### config.mk
export PLATFORM = sky130hd
export DESIGN_NAME = fpu_tag_update_ctrl
export DESIGN_NICKNAME = d
export VERILOG_FILES = /design/src/rtl/fpu_tag_pkg.sv /design/src/rtl/fpu_tag_classify.sv /design/src/rtl/fpu_tag_update_ctrl.sv
export SDC_FILE = /design/constraint.sdc
export NUM_CORES = 1
export LEC_CHECK = 0
export CORE_ASPECT_RATIO = 0.7
export CORE_UTILIZATION = 30
export CTS_CLUSTER_SIZE = 14
export DETAILED_ROUTE_END_ITERATION = 16
export GPL_TIMING_DRIVEN = 0
export SLEW_MARGIN = 20
export SYNTH_ARGS = -nofsm -noshare
export SYNTH_HDL_FRONTEND = slang
export SYNTH_SLANG_ARGS = --single-unit
### constraint.sdc
create_clock -name clk -period 2.2 [get_ports clk]
set_input_delay 0.55 -clock clk [delete_from_list [all_inputs] [get_ports clk]]
set_output_delay 0.55 -clock clk [all_outputs]
set_load 0.02 [all_outputs]
### src/rtl/fpu_tag_pkg.sv
// Shared definitions for the 8087 tag word: tag encodings, stack command
// opcodes, controller states and a field-replace helper.
package fpu_tag_pkg;

  localparam logic [1:0] TAG_VALID   = 2'b00;
  localparam logic [1:0] TAG_ZERO    = 2'b01;
  localparam logic [1:0] TAG_SPECIAL = 2'b10;
  localparam logic [1:0] TAG_EMPTY   = 2'b11;

  typedef enum logic [2:0] {
    OP_NOP      = 3'd0,
    OP_PUSH     = 3'd1,
    OP_POP      = 3'd2,
    OP_POP2     = 3'd3,
    OP_WRITE_ST = 3'd4,
    OP_FREE     = 3'd5,
    OP_LOAD     = 3'd6,
    OP_CLEAR    = 3'd7
  } tag_op_e;

  typedef enum logic [1:0] {
    ST_IDLE     = 2'd0,
    ST_CLASSIFY = 2'd1,
    ST_COMMIT   = 2'd2,
    ST_COMMIT2  = 2'd3
  } tag_state_e;

  // Replace the 2-bit ST(idx) field of a tag word.
  function automatic logic [15:0] set_field(input logic [15:0] word,
                                            input logic [2:0]  idx,
                                            input logic [1:0]  tag);
    logic [15:0] res;
    res = word;
    res[{idx, 1'b0} +: 2] = tag;
    return res;
  endfunction

endpackage

### src/rtl/fpu_tag_classify.sv
// Combinational 80-bit extended-precision operand classifier producing the
// 2-bit tag (valid / zero / special). Shared with the status/FXAM logic.
module fpu_tag_classify (
  input  logic [79:0] value,
  output logic [1:0]  tag
);
  import fpu_tag_pkg::*;

  logic [14:0] exp_s;
  logic [63:0] man_s;
  logic        unused_sign_s;

  assign exp_s         = value[78:64];
  assign man_s         = value[63:0];
  assign unused_sign_s = value[79];

  // Zero first, then NaN/inf, denormal and unnormal all map to special.
  always_comb begin
    tag = TAG_VALID;
    if ((exp_s == 15'd0) && (man_s == 64'd0)) begin
      tag = TAG_ZERO;
    end else if (exp_s == 15'h7FFF) begin
      tag = TAG_SPECIAL;
    end else if (exp_s == 15'd0) begin
      tag = TAG_SPECIAL;
    end else if (!man_s[63]) begin
      tag = TAG_SPECIAL;
    end else begin
      tag = TAG_VALID;
    end
  end

endmodule

### src/rtl/fpu_tag_update_ctrl.sv
// Tag-word write controller: accepts stack commands, classifies operands and
// issues one registered write per step to the tag storage, flagging stack faults.
module fpu_tag_update_ctrl (
  input  logic        clk,
  input  logic        reset,
  input  logic        cmd_valid,
  output logic        cmd_ready,
  input  logic [2:0]  cmd_op,
  input  logic [2:0]  cmd_index,
  input  logic [79:0] cmd_value,
  input  logic [15:0] cmd_tagword,
  input  logic [15:0] tag_in,
  output logic [15:0] tag_write_data,
  output logic        tag_write_enable,
  output logic        done,
  output logic        stack_overflow,
  output logic        stack_underflow
);
  import fpu_tag_pkg::*;

  tag_state_e  state_r, state_s;
  tag_op_e     op_r;
  tag_op_e     cmd_op_s;
  logic [2:0]  index_r;
  logic [79:0] value_r;
  logic        udf_pend_r, udf_pend_s;
  logic [1:0]  cls_s;
  logic [15:0] data_s;
  logic        we_s, done_s, ovf_s, udf_s;
  logic        accept_s;

  assign cmd_op_s  = tag_op_e'(cmd_op);
  assign cmd_ready = (state_r == ST_IDLE);
  assign accept_s  = cmd_valid && (state_r == ST_IDLE);

  fpu_tag_classify u_classify (
    .value (value_r),
    .tag   (cls_s)
  );

  // Next state and the write/flag values that get registered onto the outputs.
  // Outputs are computed one cycle ahead so the strobe is visible in COMMIT/COMMIT2.
  always_comb begin
    state_s    = state_r;
    data_s     = tag_write_data;
    we_s       = 1'b0;
    done_s     = 1'b0;
    ovf_s      = 1'b0;
    udf_s      = 1'b0;
    udf_pend_s = udf_pend_r;
    case (state_r)
      ST_IDLE: begin
        if (accept_s) begin
          case (cmd_op_s)
            OP_NOP: begin
              state_s = ST_COMMIT;
              done_s  = 1'b1;
            end
            OP_PUSH, OP_WRITE_ST: begin
              state_s = ST_CLASSIFY;
            end
            OP_POP: begin
              state_s = ST_COMMIT;
              we_s    = 1'b1;
              done_s  = 1'b1;
              data_s  = {TAG_EMPTY, tag_in[15:2]};
              udf_s   = (tag_in[1:0] == TAG_EMPTY);
            end
            OP_POP2: begin
              state_s    = ST_COMMIT;
              we_s       = 1'b1;
              data_s     = {TAG_EMPTY, tag_in[15:2]};
              udf_pend_s = (tag_in[1:0] == TAG_EMPTY);
            end
            OP_FREE: begin
              state_s = ST_COMMIT;
              we_s    = 1'b1;
              done_s  = 1'b1;
              data_s  = set_field(tag_in, cmd_index, TAG_EMPTY);
            end
            OP_LOAD: begin
              state_s = ST_COMMIT;
              we_s    = 1'b1;
              done_s  = 1'b1;
              data_s  = cmd_tagword;
            end
            OP_CLEAR: begin
              state_s = ST_COMMIT;
              we_s    = 1'b1;
              done_s  = 1'b1;
              data_s  = 16'hFFFF;
            end
            default: begin
              state_s = ST_IDLE;
            end
          endcase
        end else begin
          state_s = ST_IDLE;
        end
      end
      ST_CLASSIFY: begin
        state_s = ST_COMMIT;
        we_s    = 1'b1;
        done_s  = 1'b1;
        if (op_r == OP_PUSH) begin
          // A push into a non-empty ST(7) still happens but stores indefinite.
          ovf_s  = (tag_in[15:14] != TAG_EMPTY);
          data_s = {tag_in[13:0], ovf_s ? TAG_SPECIAL : cls_s};
        end else begin
          data_s = set_field(tag_in, index_r, cls_s);
        end
      end
      ST_COMMIT: begin
        if (op_r == OP_POP2) begin
          state_s = ST_COMMIT2;
          we_s    = 1'b1;
          done_s  = 1'b1;
          data_s  = {TAG_EMPTY, tag_write_data[15:2]};
          udf_s   = udf_pend_r || (tag_write_data[1:0] == TAG_EMPTY);
        end else begin
          state_s = ST_IDLE;
        end
      end
      ST_COMMIT2: begin
        state_s = ST_IDLE;
      end
      default: begin
        state_s = ST_IDLE;
      end
    endcase
  end

  // State, latched command fields and registered outputs.
  always_ff @(posedge clk) begin
    if (reset) begin
      state_r          <= ST_IDLE;
      op_r             <= OP_NOP;
      index_r          <= 3'd0;
      value_r          <= 80'd0;
      udf_pend_r       <= 1'b0;
      tag_write_data   <= 16'hFFFF;
      tag_write_enable <= 1'b0;
      done             <= 1'b0;
      stack_overflow   <= 1'b0;
      stack_underflow  <= 1'b0;
    end else begin
      state_r          <= state_s;
      udf_pend_r       <= udf_pend_s;
      tag_write_data   <= data_s;
      tag_write_enable <= we_s;
      done             <= done_s;
      stack_overflow   <= ovf_s;
      stack_underflow  <= udf_s;
      if (accept_s) begin
        op_r    <= cmd_op_s;
        index_r <= cmd_index;
        value_r <= cmd_value;
      end
    end
  end

endmodule

==> impl_metrics.env <==
export IMPL_synthFlopType="dfxtp_1"
export IMPL_post_route_period_util_pct=98.7
export IMPL_pre_cts_ws_ns=-1.25
export IMPL_multi_input_area_sq_mm=0.00345
export IMPL_ys_ff_latch=108
export IMPL_syn_nets=874
export IMPL_drive_above_1_share_pct=11.2
export IMPL_finalHoldViolations=0
export IMPL_routabilityCongestion=0.955
export IMPL_cts_clk_slew_worst_paths_ns=0.07
export IMPL_worstSetupEndpointType="register"
export IMPL_grt_max_degree=20
export IMPL_clockBufferDepth=2
export IMPL_initial_core_util_pct=30.7
export IMPL_cts_hold_fix_buffers=0
export IMPL_fin_skew_ns=0.00759
export IMPL_core_sq_mm=0.0181
export IMPL_arrival_ns=2.37
export IMPL_worst_slew_pin_slew_ns=0.848
export IMPL_grt_pass1_vias=5579
export IMPL_dpl_hpwl_mm=15.6
export IMPL_drt_iter0_markers=506
export IMPL_syn_area_sq_mm=0.00557
export IMPL_rsz0062_at_grt="yes"
export IMPL_synth_edf_count=0
export IMPL_drtPass1Iterations=5
export IMPL_crit_type="in2reg"
export IMPL_required_ns=2.40
export IMPL_port_buffers=138
export IMPL_power_density_mw_per_mm2=670
export IMPL_dieHeight_microns=116
export IMPL_postRouteWirelength_mm=20.6
export IMPL_fillers=1850
export IMPL_rows=41
export IMPL_overflow=0
export IMPL_ios=142
export IMPL_setup_slack_ns=0.0283
export IMPL_cts_htree_levels=3
export IMPL_fmax_mhz=460
export IMPL_irDropWorstVdd_mv=0.390
export IMPL_worst_path_max_fanout=8
export IMPL_finalSetupTns_ns=0
export IMPL_leakage_nw=2.83
export IMPL_ant_nets=0
export IMPL_avgSynthCellArea_sq_um=7.47
export IMPL_fin_util_pct=44.1
export IMPL_die_w_microns=165
export IMPL_area_delta_synth_final_pct=43.5
export IMPL_grtUsageTotal_pct=21.4
export IMPL_fin_crit_ns=2.17
export IMPL_slew_viol_final=0
export IMPL_ys_warn_count=0
export IMPL_clkSinkCount=108
export IMPL_insertion_delay_ns=0.35
export IMPL_place_area_sq_mm=0.00728
export IMPL_antenna_found_initial=0
export IMPL_status="finished, final reports clean"
export IMPL_hp_class="reg2reg"
export IMPL_vias_per_cell=5.37
export IMPL_start_kind="primary input"
export IMPL_design_area_sq_mm=0.00799
export IMPL_setup_violations_final=0
export IMPL_root_buffer="clkbuf_16"
export IMPL_num_vias=6144
export IMPL_ys_async_sr_fraction_pct=0
export IMPL_n_antenna_cell=0
export IMPL_grt_pass1_wl_mm=31.0
export IMPL_syn_inst=745
export IMPL_yosysUniqueCellTypes=60
export IMPL_nNetsFinal=1033
export IMPL_wire_per_inst_microns=18.0
export IMPL_cts_tree="done"
export IMPL_regArea_sq_mm=0.00217
export IMPL_worstPathCellList="buf_6, inv_1, ha_2, ha_4, and4b_2, or3_1, a221o_1, a311oi_2, o41ai_1"
export IMPL_dieArea_sq_mm=0.0191
export IMPL_slew_headroom_pct=43.2
export IMPL_max_stage_delay_ns=0.35
export IMPL_numCtsBuffers=9
export IMPL_drcViolationCount=0
export IMPL_maxCapViolations=0
export IMPL_cp_slowest_cell="a221o_1"
export IMPL_yosysSeqAreaShare_pct=38.8
## layout make-up
class | count | area share (%)
buffer | 49 | 2.79
clock buffer | 10 | 2.87
clock inverter | 6 | 1.03
inverter | 14 | 0.658
multi-input combinational | 570 | 43.2
sequential | 108 | 27.2
tap | 236 | 3.70
timing repair buffer | 152 | 18.6
## Yosys cell counts, types with 9 or more instances
library cell	count	area share [%]
buf_1	9	0.61
inv_1	14	0.94
clkbuf_1	42	2.8
a311oi_1	11	1.7
nand2_1	203	14
dfxtp_1	108	39
nor4_1	17	1.9
nor2_1	22	1.5
a211oi_1	15	2.0
a21oi_1	106	9.5
nand4_1	11	1.2
nand3_1	19	1.7
o21ai_0	24	2.2
a221o_1	9	1.6
## sequential cells by signal (all words and copies together) (netlist names)
signal and count:
value_r 79, tag_write_data 16, index_r 3, op_r 3, state_r 2, done 1, stack_overflow 1, stack_underflow 1
tag_write_enable 1, udf_pend_r 1
## logic make-up (layout without fill, tap and decap cells)
kind of cell	after synthesis	count (layout)	synth area share (%)
buf+inv	67	231	4.56
flops	108	108	38.8
mux	4	4	0.742
xor+xnor	1	1	0.157
fa+ha+maj	8	8	1.80
simple gates	327	327	27.4
compound gates	230	230	26.5
## worst paths after layout
kind                      from                end  depth (start not counted)  slack, ns
setup / recovery  cmd_index[0]  tag_write_data[3]                          9       0.03
hold reg to reg    value_r[36]        value_r[36]                          2       0.46
setup reg to reg    value_r[5]  tag_write_data[6]                          5       0.04
hold / removal     value_r[36]        value_r[36]                          2       0.46
## cell usage in the layout, fill, tap and decap left out, types with 4 or more instances in the layout
master	instances
a211o_1	4
a211oi_1	13
a21boi_0	6
a21o_1	4
a21oi_1	105
a221o_1	9
a22oi_1	8
a311oi_1	9
and2_1	4
buf_1	6
buf_2	4
buf_4	16
clkbuf_1	27
clkbuf_16	9
clkbuf_2	10
clkdlybuf4s50_1	132
dfxtp_1	104
inv_1	12
nand2_1	203
nand3_1	19
nand4_1	11
nor2_1	21
nor2b_1	4
nor3_1	7
nor4_1	9
nor4_2	5
nor4_4	6
o211ai_1	8
o21ai_0	21
o22ai_1	6
o32ai_1	5
or3_1	7
## routing by layer
layer  GRT usage [%]  part of all wire (%)  up-vias
met5               0                     0        -
met4            3.79                  0.92        0
met3            5.83                   9.4       17
met2            30.2                    40      260
met1            32.2                    50     2851
li1                -                     -     3016
## where the power goes
group          internal (mW)  total (mW)  switching (mW)
Clock                  0.912        1.71           0.803
Sequential              2.10        2.24           0.137
Combinational          0.651        1.40           0.750
## metrics by stage
stage / std cells / total power [mW] / hold WS (ns)
after detailed placement: 1119 / 3.52 / 0.446
after global placement: 1119 / 3.52 / 0.443
final: 1145 / 5.35 / 0.459
after CTS: 1143 / 5.30 / 0.443
after global routing: 1145 / 5.58 / 0.458
after floorplan: 745 / 2.93 / 0.436
## critical path, delay by kind of cell
family | cells | cell delay, ns
AOI/OAI and AO/OA | 3 | 0.68
buffers and inverters | 2 | 0.15
adders and majority gates | 2 | 0.46
and+or+nand+nor | 2 | 0.52
## what timing repair did
item                       4_1_cts  5_1_grt
setup endpoints to repair       49       47
resized for setup               61       39
pin swaps                       13       18
buffers inserted                 9        5
Note: power is estimated with default switching activity, not from simulation.
